**src/rtl/sseg_pkg.sv**
```systemverilog
// Shared types, constants and the hex-to-segment table for the 7-segment scan driver.
// All segment vectors are [0:6] = a..g, in logical polarity (1 = segment lit).
package sseg_pkg;

  localparam logic [0:6] SEG_OFF = 7'b0000000;

  typedef enum logic {
    ST_GUARD = 1'b0,
    ST_SHOW  = 1'b1
  } scan_state_e;

  // Hex nibble to logical abcdefg; seg[0] is segment a.
  function automatic logic [0:6] hex_to_seg(input logic [3:0] nib);
    logic [0:6] s;
    case (nib)
      4'h0:    s = 7'b1111110;
      4'h1:    s = 7'b0110000;
      4'h2:    s = 7'b1101101;
      4'h3:    s = 7'b1111001;
      4'h4:    s = 7'b0110011;
      4'h5:    s = 7'b1011011;
      4'h6:    s = 7'b1011111;
      4'h7:    s = 7'b1110000;
      4'h8:    s = 7'b1111111;
      4'h9:    s = 7'b1111011;
      4'hA:    s = 7'b1110111;
      4'hB:    s = 7'b0011111;
      4'hC:    s = 7'b1001110;
      4'hD:    s = 7'b0111101;
      4'hE:    s = 7'b1001111;
      4'hF:    s = 7'b1000111;
      default: s = SEG_OFF;
    endcase
    return s;
  endfunction

endpackage

```
**src/rtl/sseg_scan_mux_if.sv**
```systemverilog
// Bus between the datapath (master) and the display scan driver (slave).
// Display outputs are at pin polarity; request inputs are logical (1 = lit / dark / enable).
interface sseg_scan_mux_if #(
  parameter int NUM_DIGITS = 4
);
  logic [4*NUM_DIGITS-1:0] value;
  logic [NUM_DIGITS-1:0]   dp_in;
  logic [NUM_DIGITS-1:0]   blank;
  logic                    load;
  logic                    lz_en;
  logic [0:6]              seg;
  logic                    dp;
  logic [NUM_DIGITS-1:0]   an;
  logic                    frame_tick;

  modport master (
    output value, dp_in, blank, load, lz_en,
    input  seg, dp, an, frame_tick
  );

  modport slave (
    input  value, dp_in, blank, load, lz_en,
    output seg, dp, an, frame_tick
  );
endinterface

```
**src/rtl/sseg_hex_decode.sv**
```systemverilog
// Combinational nibble to logical abcdefg decoder.
module sseg_hex_decode
  import sseg_pkg::*;
(
  input  logic [3:0] nibble,
  output logic [0:6] seg
);

  // Table lookup, logical polarity.
  always_comb begin
    seg = hex_to_seg(nibble);
  end

endmodule

```
**src/rtl/sseg_scan_mux.sv**
```systemverilog
// Time-multiplexed N-digit 7-segment driver.
// Each digit slot is REFRESH_DIV cycles: GUARD_CYCLES with all anodes off, then SHOW.
// The displayed value is double-buffered: load writes the shadow copy, and the shadow
// moves to the active copy only at a slot boundary, so a digit never changes mid-show.
// Pins are registered and therefore trail the FSM/index state by one cycle.
module sseg_scan_mux
  import sseg_pkg::*;
#(
  parameter int NUM_DIGITS   = 4,
  parameter int REFRESH_DIV  = 100000,
  parameter int GUARD_CYCLES = 1000,
  parameter int ACTIVE_LOW   = 1
) (
  input logic            clk,
  input logic            reset,
  sseg_scan_mux_if.slave bus
);

  localparam int CNT_W = $clog2(REFRESH_DIV);
  localparam int IDX_W = (NUM_DIGITS > 1) ? $clog2(NUM_DIGITS) : 1;
  localparam int VAL_W = 4 * NUM_DIGITS;

  localparam logic [CNT_W-1:0] CNT_LAST = CNT_W'(REFRESH_DIV - 1);
  localparam logic [CNT_W-1:0] CNT_SHOW = CNT_W'(GUARD_CYCLES);
  localparam logic [IDX_W-1:0] IDX_LAST = IDX_W'(NUM_DIGITS - 1);

  localparam logic [0:6]            SEG_PIN_OFF = (ACTIVE_LOW != 0) ? ~SEG_OFF : SEG_OFF;
  localparam logic                  DP_PIN_OFF  = (ACTIVE_LOW != 0) ? 1'b1 : 1'b0;
  localparam logic [NUM_DIGITS-1:0] AN_PIN_OFF  = (ACTIVE_LOW != 0) ? {NUM_DIGITS{1'b1}}
                                                                    : {NUM_DIGITS{1'b0}};

  scan_state_e state_q, state_d;
  logic [CNT_W-1:0] cnt_q, cnt_d;
  logic [IDX_W-1:0] idx_q, idx_d;

  logic [VAL_W-1:0]      shd_value_q, shd_value_d;
  logic [NUM_DIGITS-1:0] shd_dp_q, shd_dp_d;
  logic [NUM_DIGITS-1:0] shd_blank_q, shd_blank_d;
  logic [VAL_W-1:0]      act_value_q, act_value_d;
  logic [NUM_DIGITS-1:0] act_dp_q, act_dp_d;
  logic [NUM_DIGITS-1:0] act_blank_q, act_blank_d;

  logic [0:6]            seg_q, seg_d;
  logic                  dp_q, dp_d;
  logic [NUM_DIGITS-1:0] an_q, an_d;
  logic                  frame_tick_q, frame_tick_d;

  logic                  slot_end_s;
  logic                  frame_end_s;
  logic [3:0]            nib_s;
  logic [0:6]            dec_seg_s;
  logic [NUM_DIGITS-1:0] lz_mask_s;
  logic                  zero_run_s;
  logic                  dark_s;
  logic [0:6]            seg_l_s;
  logic                  dp_l_s;
  logic [NUM_DIGITS-1:0] an_l_s;

  sseg_hex_decode u_dec (
    .nibble (nib_s),
    .seg    (dec_seg_s)
  );

  // Slot counter, digit index and GUARD/SHOW next-state.
  always_comb begin
    state_d     = state_q;
    cnt_d       = cnt_q + CNT_W'(1);
    idx_d       = idx_q;
    slot_end_s  = 1'b0;
    frame_end_s = 1'b0;
    if (cnt_q == CNT_LAST) begin
      slot_end_s = 1'b1;
      cnt_d      = '0;
      state_d    = ST_GUARD;
      if (idx_q == IDX_LAST) begin
        idx_d       = '0;
        frame_end_s = 1'b1;
      end else begin
        idx_d = idx_q + IDX_W'(1);
      end
    end else begin
      case (state_q)
        ST_GUARD: begin
          if (cnt_d >= CNT_SHOW) begin
            state_d = ST_SHOW;
          end else begin
            state_d = ST_GUARD;
          end
        end
        ST_SHOW:  state_d = ST_SHOW;
        default:  state_d = ST_GUARD;
      endcase
    end
  end

  // Shadow capture on load; shadow-to-active transfer at each slot boundary (GUARD start).
  always_comb begin
    shd_value_d = shd_value_q;
    shd_dp_d    = shd_dp_q;
    shd_blank_d = shd_blank_q;
    act_value_d = act_value_q;
    act_dp_d    = act_dp_q;
    act_blank_d = act_blank_q;
    if (bus.load) begin
      shd_value_d = bus.value;
      shd_dp_d    = bus.dp_in;
      shd_blank_d = bus.blank;
    end else begin
      shd_value_d = shd_value_q;
    end
    if (slot_end_s) begin
      act_value_d = shd_value_q;
      act_dp_d    = shd_dp_q;
      act_blank_d = shd_blank_q;
    end else begin
      act_value_d = act_value_q;
    end
  end

  // Leading-zero mask: digit k>0 is suppressible when nibbles k..top are all zero.
  always_comb begin
    lz_mask_s  = '0;
    zero_run_s = 1'b1;
    for (int k = NUM_DIGITS - 1; k >= 0; k--) begin
      zero_run_s   = zero_run_s & (act_value_q[4*k +: 4] == 4'h0);
      lz_mask_s[k] = zero_run_s & (k != 0);
    end
  end

  // Current digit content, then pin polarity; frame_tick follows the index wrap.
  always_comb begin
    nib_s        = act_value_q[{idx_q, 2'b00} +: 4];
    dark_s       = act_blank_q[idx_q] | (bus.lz_en & lz_mask_s[idx_q]);
    seg_l_s      = SEG_OFF;
    dp_l_s       = 1'b0;
    an_l_s       = '0;
    frame_tick_d = frame_end_s;
    if (state_q == ST_SHOW) begin
      an_l_s = NUM_DIGITS'(1) << idx_q;
      if (dark_s) begin
        seg_l_s = SEG_OFF;
        dp_l_s  = 1'b0;
      end else begin
        seg_l_s = dec_seg_s;
        dp_l_s  = act_dp_q[idx_q];
      end
    end else begin
      an_l_s = '0;
    end
    if (ACTIVE_LOW != 0) begin
      seg_d = ~seg_l_s;
      dp_d  = ~dp_l_s;
      an_d  = ~an_l_s;
    end else begin
      seg_d = seg_l_s;
      dp_d  = dp_l_s;
      an_d  = an_l_s;
    end
  end

  // State, buffers and registered pins with synchronous reset.
  always_ff @(posedge clk) begin
    if (reset) begin
      state_q      <= ST_GUARD;
      cnt_q        <= '0;
      idx_q        <= '0;
      shd_value_q  <= '0;
      shd_dp_q     <= '0;
      shd_blank_q  <= '0;
      act_value_q  <= '0;
      act_dp_q     <= '0;
      act_blank_q  <= '0;
      seg_q        <= SEG_PIN_OFF;
      dp_q         <= DP_PIN_OFF;
      an_q         <= AN_PIN_OFF;
      frame_tick_q <= 1'b0;
    end else begin
      state_q      <= state_d;
      cnt_q        <= cnt_d;
      idx_q        <= idx_d;
      shd_value_q  <= shd_value_d;
      shd_dp_q     <= shd_dp_d;
      shd_blank_q  <= shd_blank_d;
      act_value_q  <= act_value_d;
      act_dp_q     <= act_dp_d;
      act_blank_q  <= act_blank_d;
      seg_q        <= seg_d;
      dp_q         <= dp_d;
      an_q         <= an_d;
      frame_tick_q <= frame_tick_d;
    end
  end

  assign bus.seg        = seg_q;
  assign bus.dp         = dp_q;
  assign bus.an         = an_q;
  assign bus.frame_tick = frame_tick_q;

endmodule
```
**src/flat_wrapper.sv**
```systemverilog
// flat-port wrapper written by rule: the top's interface ports become plain ports
module sseg_scan_mux_flat import sseg_pkg::*;
#(
  parameter int NUM_DIGITS   = 4,
  parameter int REFRESH_DIV  = 100000,
  parameter int GUARD_CYCLES = 1000,
  parameter int ACTIVE_LOW   = 1
)
  (clk, reset, bus_value, bus_dp_in, bus_blank, bus_load, bus_lz_en, bus_seg, bus_dp, bus_an, bus_frame_tick);
  sseg_scan_mux_if #(.NUM_DIGITS(NUM_DIGITS)) bus_i ();
  input logic clk;
  input logic reset;
  input wire logic [$bits(bus_i.value)-1:0] bus_value;
  input wire logic [$bits(bus_i.dp_in)-1:0] bus_dp_in;
  input wire logic [$bits(bus_i.blank)-1:0] bus_blank;
  input wire logic [$bits(bus_i.load)-1:0] bus_load;
  input wire logic [$bits(bus_i.lz_en)-1:0] bus_lz_en;
  output wire logic [$bits(bus_i.seg)-1:0] bus_seg;
  output wire logic [$bits(bus_i.dp)-1:0] bus_dp;
  output wire logic [$bits(bus_i.an)-1:0] bus_an;
  output wire logic [$bits(bus_i.frame_tick)-1:0] bus_frame_tick;
  assign bus_i.value = bus_value;
  assign bus_i.dp_in = bus_dp_in;
  assign bus_i.blank = bus_blank;
  assign bus_i.load = bus_load;
  assign bus_i.lz_en = bus_lz_en;
  assign bus_seg = bus_i.seg;
  assign bus_dp = bus_i.dp;
  assign bus_an = bus_i.an;
  assign bus_frame_tick = bus_i.frame_tick;
  sseg_scan_mux #(.NUM_DIGITS(NUM_DIGITS), .REFRESH_DIV(REFRESH_DIV), .GUARD_CYCLES(GUARD_CYCLES), .ACTIVE_LOW(ACTIVE_LOW)) u_core (.clk(clk), .reset(reset), .bus(bus_i));
endmodule
```
**config.mk**
```make
export PLATFORM = sky130hd
export DESIGN_NAME = sseg_scan_mux_flat
export DESIGN_NICKNAME = d
export VERILOG_FILES = /design/src/rtl/sseg_pkg.sv /design/src/rtl/sseg_scan_mux_if.sv /design/src/rtl/sseg_hex_decode.sv /design/src/rtl/sseg_scan_mux.sv /design/src/flat_wrapper.sv
export SDC_FILE = /design/constraint.sdc
export NUM_CORES = 1
export LEC_CHECK = 0
export ABC_AREA = 1
export CORE_ASPECT_RATIO = 0.5
export CORE_UTILIZATION = 43
export DETAILED_ROUTE_END_ITERATION = 10
export DONT_BUFFER_PORTS = 1
export SLEW_MARGIN = 10
export SYNTH_ARGS = -nofsm -noshare
export SYNTH_HDL_FRONTEND = slang
export SYNTH_HIERARCHICAL = 1
export SYNTH_SLANG_ARGS = --single-unit
```
**constraint.sdc**
```tcl
create_clock -name clk -period 5.1 [get_ports clk]
set_clock_uncertainty 0.05 [all_clocks]
set_input_delay 0.765 -clock clk [delete_from_list [all_inputs] [get_ports clk]]
set_output_delay 0.765 -clock clk [all_outputs]
set_load 0.01 [all_outputs]
```
Yosys cells after proc, flatten, opt, wreduce, memory -nomap -nowiden
Memory sizes are Yosys's and may differ from the RTL's.
Cells that the tools add are included.
{"block": "totals", "register_bits": 81, "latchBits": 0, "ram_bits": 0, "romBits": 112, "in_bits": 28, "output_inout_bits": 13, "memories": 1}
{"memory": "(no name shown)", "depth": 16, "word_bits": 7, "read_ports": 1, "rd_ports_with_merged_regs": 0, "wr": 0, "line": "sseg_pkg.sv:15", "text": "case (nib)"}
{"block": "op_classes", "addsub": 2, "multipliers": 0, "div_mod_pow": 0, "n_lt_le_gt_ge": 2, "n_eq_ne": 2, "shift": 2, "n_mux": 16, "bitwise_logic": 9, "reduce_logical": 5}
{"cell": "adder 17 x 1 -> 17 bit (second input constant)", "count": 1}
{"cell": "== test 17 bit (second input constant)", "count": 1}
{"cell": ">= comparator 17 x 10 -> 1 bit (second input constant)", "count": 1}
{"cell": "indexed part select 16 x 5 -> 4 bit", "count": 1}
{"cell": "2-to-1 mux 7 bit", "count": 2}
{"cell": "zero test 4 bit", "count": 3}
{"cell": "2-to-1 mux 1 bit", "count": 8}
{"cell": "inverter 7 bit", "count": 1}
{"cell": "binary-select mux 1 bit (select 2 bit)", "count": 3}
{"cell": "2-to-1 mux 4 bit", "count": 1}
{"cell": "inverter 4 bit", "count": 1}
{"cell": "OR reduction 2 bit", "count": 2}
{"cell": "<< shifter 1 x 2 -> 4 bit (first input constant)", "count": 1}
{"cell": "bitwise AND 1 bit", "count": 3}
{"cell": "< comparator 2 x 3 -> 1 bit (second input constant)", "count": 1}
{"cell": "inverter 1 bit", "count": 3}
{"cell": "adder 2 x 1 -> 2 bit (second input constant)", "count": 1}
{"cell": "== test 2 bit (second input constant)", "count": 1}
{"cell": "2-to-1 mux 2 bit", "count": 1}
{"cell": "case mux 1 bit (2 select lines)", "count": 1}
{"cell": "bitwise OR 1 bit", "count": 1}

Logic depth before layout (Yosys ltp)
{"block": "depth", "depth_word": 10, "mapped_depth": 12, "mapped_depth_nobuf": 12}

Cells and area by module
The synthesis kept the hierarchy.
{"module": "sseg_scan_mux", "n_inst": 1, "cells_per_inst": 432, "area_each_um2": 3275.6}
{"module": "sseg_hex_decode", "n_inst": 1, "cells_per_inst": 52, "area_each_um2": 270.3}

Least setup slack after synthesis
No wires, ideal clock.
{"block": "synth_timing", "path_type": "reg-to-reg", "startpoint": "register u_core.idx_q[0]", "endpoint": "register u_core.seg_q (netlist bit u_core/bus.seg[3])", "setup_ps": 123, "arrival_time_ps": 1866, "slack_ps": 3061, "stages_incl_launch_ff": 11, "path_buffers": 1, "path_cell_list": "dfxtp_1 clkbuf_1 o21ai_0 o21ai_0 inv_1 ha_1 nand2_1 o21ai_0 nand2_1 nand2_1 nand2_1"}
{"block": "synth_between", "word_cells_on_any_way": 11, "classes_between": "shift: 1; mux: 6; bitwise: 3; memory: 1"}
{"item": "start, declared", "line": "sseg_scan_mux.sv:34", "text": "logic [IDX_W-1:0] idx_q, idx_d;"}
{"item": "start signal, assigned", "line": "sseg_scan_mux.sv:180", "text": "idx_q <= idx_d;"}
{"item": "indexed part select 16 x 5 -> 4 bit", "line": "sseg_scan_mux.sv:132", "text": "nib_s = act_value_q[{idx_q, 2'b00} +: 4];"}
{"item": "net u_core.nib_s[1]", "line": "sseg_scan_mux.sv:50", "text": "logic [3:0] nib_s;"}
{"item": "memory (16 x 7 bit)"}
{"item": "net u_core.dec_seg_s (one bit)", "line": "sseg_scan_mux.sv:51", "text": "logic [0:6] dec_seg_s;"}
{"item": "2-to-1 mux 7 bit", "line": "sseg_scan_mux.sv:140", "text": "if (dark_s) begin"}
{"item": "2-to-1 mux 7 bit", "line": "sseg_scan_mux.sv:138", "text": "if (state_q == ST_SHOW) begin"}
{"item": "inverter 7 bit", "line": "sseg_scan_mux.sv:151", "text": "seg_d = ~seg_l_s;"}
{"item": "end signal, assigned", "line": "sseg_scan_mux.sv:187", "text": "seg_q <= seg_d;"}
{"item": "end, declared", "line": "sseg_scan_mux.sv:43", "text": "logic [0:6] seg_q, seg_d;"}
The timed path passes the listed nets, and every way through them passes these cells. The select of a mux whose other input is x is not followed.
A chain may end at the register's enable or synchronous reset.

Worst setup path in the final report
Ends and elaborated chain as after synthesis.

==> run_results.csv <==
group,metric,value,unit
worst_hold_path,hp-start,"u_core/shd_dp_q[2]$_SDFFE_PP0P_",
cts,clk_pin_slew_worst_paths,60,ps
outcome,status,"complete, no violations",
synthesis,syn_avg_cell_area,7.33,sq um
drt,avgRoutedWirePerCell,12.6,um
timing,tightest_slew,999,ps
worst_setup_path,reg2reg_depth,11,
drt,ant_nets,0,
timing,slew_headroom,33.2,%
run,maxCapViolCount,0,
worst_setup_path,worstPathMaxFanout,17,
worst_setup_path,arrival,2850,ps
synthesis,yosys.area.top_type_share,45.7,%
placed_design,placed_area,3590,sq um
worst_setup_path,r2r-start,"u_core/idx_q[0]$_SDFFE_PP0N_",
die,row_count,22,
synthesis,yosys-top-cells-area,"dfxtp_1, nand2_1, nor2_1",
global_routing,grt_max_degree,30,
timing,hold_viol,0,
synthesis,synth_edf_count,0,
synthesis,synth.cell_area,3550,sq um
cts,htreeDepth,3,
synthesis,synth_cell_types,32,
layout,final_nets,521,
cts,cts_tree,"yes",
layout,final_util,50.7,%
synthesis,ys_warn_count,6,
synthesis,synth_top_cells_by_count,"nand2_1, nor2_1, dfxtp_1, o21ai_0, inv_1",
synthesis,synthFlopType,"dfxtp_1",
synthesis,ys_async_sr_fraction,0,%
layout,drive_gt1_share,7.63,%
power,powerDensity,336,nW/um^2
power,ir_worst_vdd,0.182,mV
global_routing,grt_use_total,19.9,%
die,core,7650,sq um
cts,clockBufferDepth,2,
synthesis,ys_seq_elements,81,
cts,clk_latency,340,ps
timing,min_period_over_period,52.8,%
worst_setup_path,reg2reg_to,"u_core/bus.seg[3]$_SDFF_PP1_",
layout,layoutNonFillerInstCount,593,
timing,setup-tns-final,0,ps
placed_design,dp.cells,577,
power,p_leak,1.63,nW
timing,finalMaxSlewViolations,0,
layout,nFillCells,793,
layout,fin_area,3880,sq um
worst_hold_path,worstHoldPathType,"register to register",
die,die_h,66.2,um
drt,drc_errors,0,
cts,ctsResizeCount,0,
synthesis,yosysSeqAreaShare,45.7,%
die,die_w,130,um
cts,hold_buffers,0,
timing,finalSetupViolCount,0,
drt,vias,2818,
synthesis,synth_cells,484,
die,die-area,8640,sq um
placed_design,port_buffers,0,
global_routing,grt_overflow_total,0,
layout,n_antenna_cell,0,
cts,cts_buffers,9,
die,io_pins,41,
cts,cts_root_buf,"clkbuf_16",
synthesis,synthesis.nets,525,
drt,viasPerCell,4.75,
global_routing,grt_pass1_wl,12.7,mm
global_routing,grt_pass1_vias,2597,
placed_design,gp_congestion,0.844,
layout,syn_to_final_growth,9.46,%
drt,dr.pass1.iters,4,
placed_design,dp_hpwl,5.33,mm
drt,drt_iter0_drc,166,
worst_hold_path,whs_path_depth,2,
worst_setup_path,crit_path_end_kind,"register",
worst_setup_path,required,5260,ps
synthesis,yosysMostFrequentCell,"nand2_1",
worst_hold_path,min_to,"u_core/act_dp_q[2]$_SDFFE_PP0N_",
timing,rsz0062_at_grt,"no",
die,initial_core_util,46.3,%
timing,fmax,371,MHz
cts,clkSinkCount,81,
worst_setup_path,critPathKind,"register to register",
worst_setup_path,cp-start-kind,"register",
global_routing,grt_antenna_before_repair,0,
synthesis,yosysTopAreaCell,"dfxtp_1",
timing,fin_crit,2690,ps
worst_setup_path,rrSetupSlack,2410,ps
cts,post-cts-setup-buffers,0,
drt,wirelength,7.47,mm
## cells by family (layout without fill, tap and decap cells)
logic type,count (synthesis),after routing,synth area share (%)
AND/OR/NAND/NOR,266,266,32.1
flip-flops,81,81,45.7
XOR/XNOR,6,6,1.48
adder cells (fa/ha/maj),13,13,4.59
AO/OA/AOI/OAI,63,63,9.35
buffers and inverters,55,56,6.78
## power breakdown
group | switching (mW) | internal, mW | leakage (nW)
Combinational | 0.0217 | 0.0103 | 0.836
Clock | 0.256 | 0.358 | 0.139
Sequential | 0.00880 | 0.648 | 0.660
Total | 0.286 | 1.02 | 1.63
## metrics by stage
stage          hold WS (ps)  power [mW]  setup WS (ps)
2_1_floorplan           363       0.698           3060
3_3_place_gp            381       0.702           2370
3_5_place_dp            380       0.703           2290
4_1_cts                 394        1.32           2420
5_1_grt                 422        1.37           2130
6_report                394        1.30           2410
## how the worst max path moves through the flow
stage / from / end / slack, ps / cells after the start
4_1_cts: u_core/idx_q[0]$_SDFFE_PP0N_ / u_core/bus.seg[3]$_SDFF_PP1_ / 2420 / 11
3_5_place_dp: reset / u_core/act_dp_q[1]$_SDFFE_PP0N_ / 2290 / 5
3_3_place_gp: reset / u_core/act_value_q[0]$_SDFFE_PP0N_ / 2370 / 5
6_report: u_core/idx_q[0]$_SDFFE_PP0N_ / u_core/bus.seg[3]$_SDFF_PP1_ / 2410 / 11
5_1_grt: u_core/idx_q[0]$_SDFFE_PP0N_ / u_core/bus.seg[3]$_SDFF_PP1_ / 2130 / 11
2_1_floorplan: u_core/idx_q[0]$_SDFFE_PP0N_ / u_core/bus.seg[3]$_SDFF_PP1_ / 3060 / 10
## cell usage in the layout (no fill, tap or decap), drive strengths merged
cell,count
a21oi,8
a22oi,1
clkbuf,11
clkinv,1
clkinvlp,2
dfxtp,81
ha,13
inv,42
nand2,143
nand3,16
nand3b,2
nand4,10
nor2,88
nor3,4
nor4,3
o211ai,1
o21a,1
o21ai,48
o22ai,4
xnor2,1
xor2,5
## routing by layer
layer / GRT usage, % / part of all wire, %
met1: 29.2 / 57
met2: 25.7 / 38
met3: 7.85 / 4.6
met4: 6.47 / 0.64
met5: 0 / 0
## registers in the layout (all words and copies together), names as in the netlist, 4 cells and up
| signal | count |
|---|---|
| u_core/act_blank_q | 4 |
| u_core/bus.seg | 7 |
| u_core/act_value_q | 16 |
| u_core/cnt_q | 17 |
| u_core/bus.an | 4 |
| u_core/shd_blank_q | 4 |
| u_core/act_dp_q | 4 |
| u_core/shd_value_q | 16 |
| u_core/shd_dp_q | 4 |
## critical path, cell delays in order (launching register included)
cell and delay [ps]:
dfxtp_1 690, inv_1 390, a21oi_1 210, o21ai_0 100
o21ai_0 250, inv_1 200, ha_1 330, nand2_1 60
o21ai_0 110, nand2_1 60, nand2_1 60, nand2_1 50
## cell type report
| class | count | area [sq um] | share of cell area, % |
|---|---|---|---|
| clock buffer | 11 | 253 | 6.51 |
| multi-input combinational | 348 | 1680 | 43.4 |
| sequential | 81 | 1620 | 41.8 |
| clock inverter | 5 | 37.5 | 0.967 |
| inverter | 40 | 150 | 3.87 |
| tap | 108 | 135 | 3.48 |
Power figures use the tool's default switching activity.
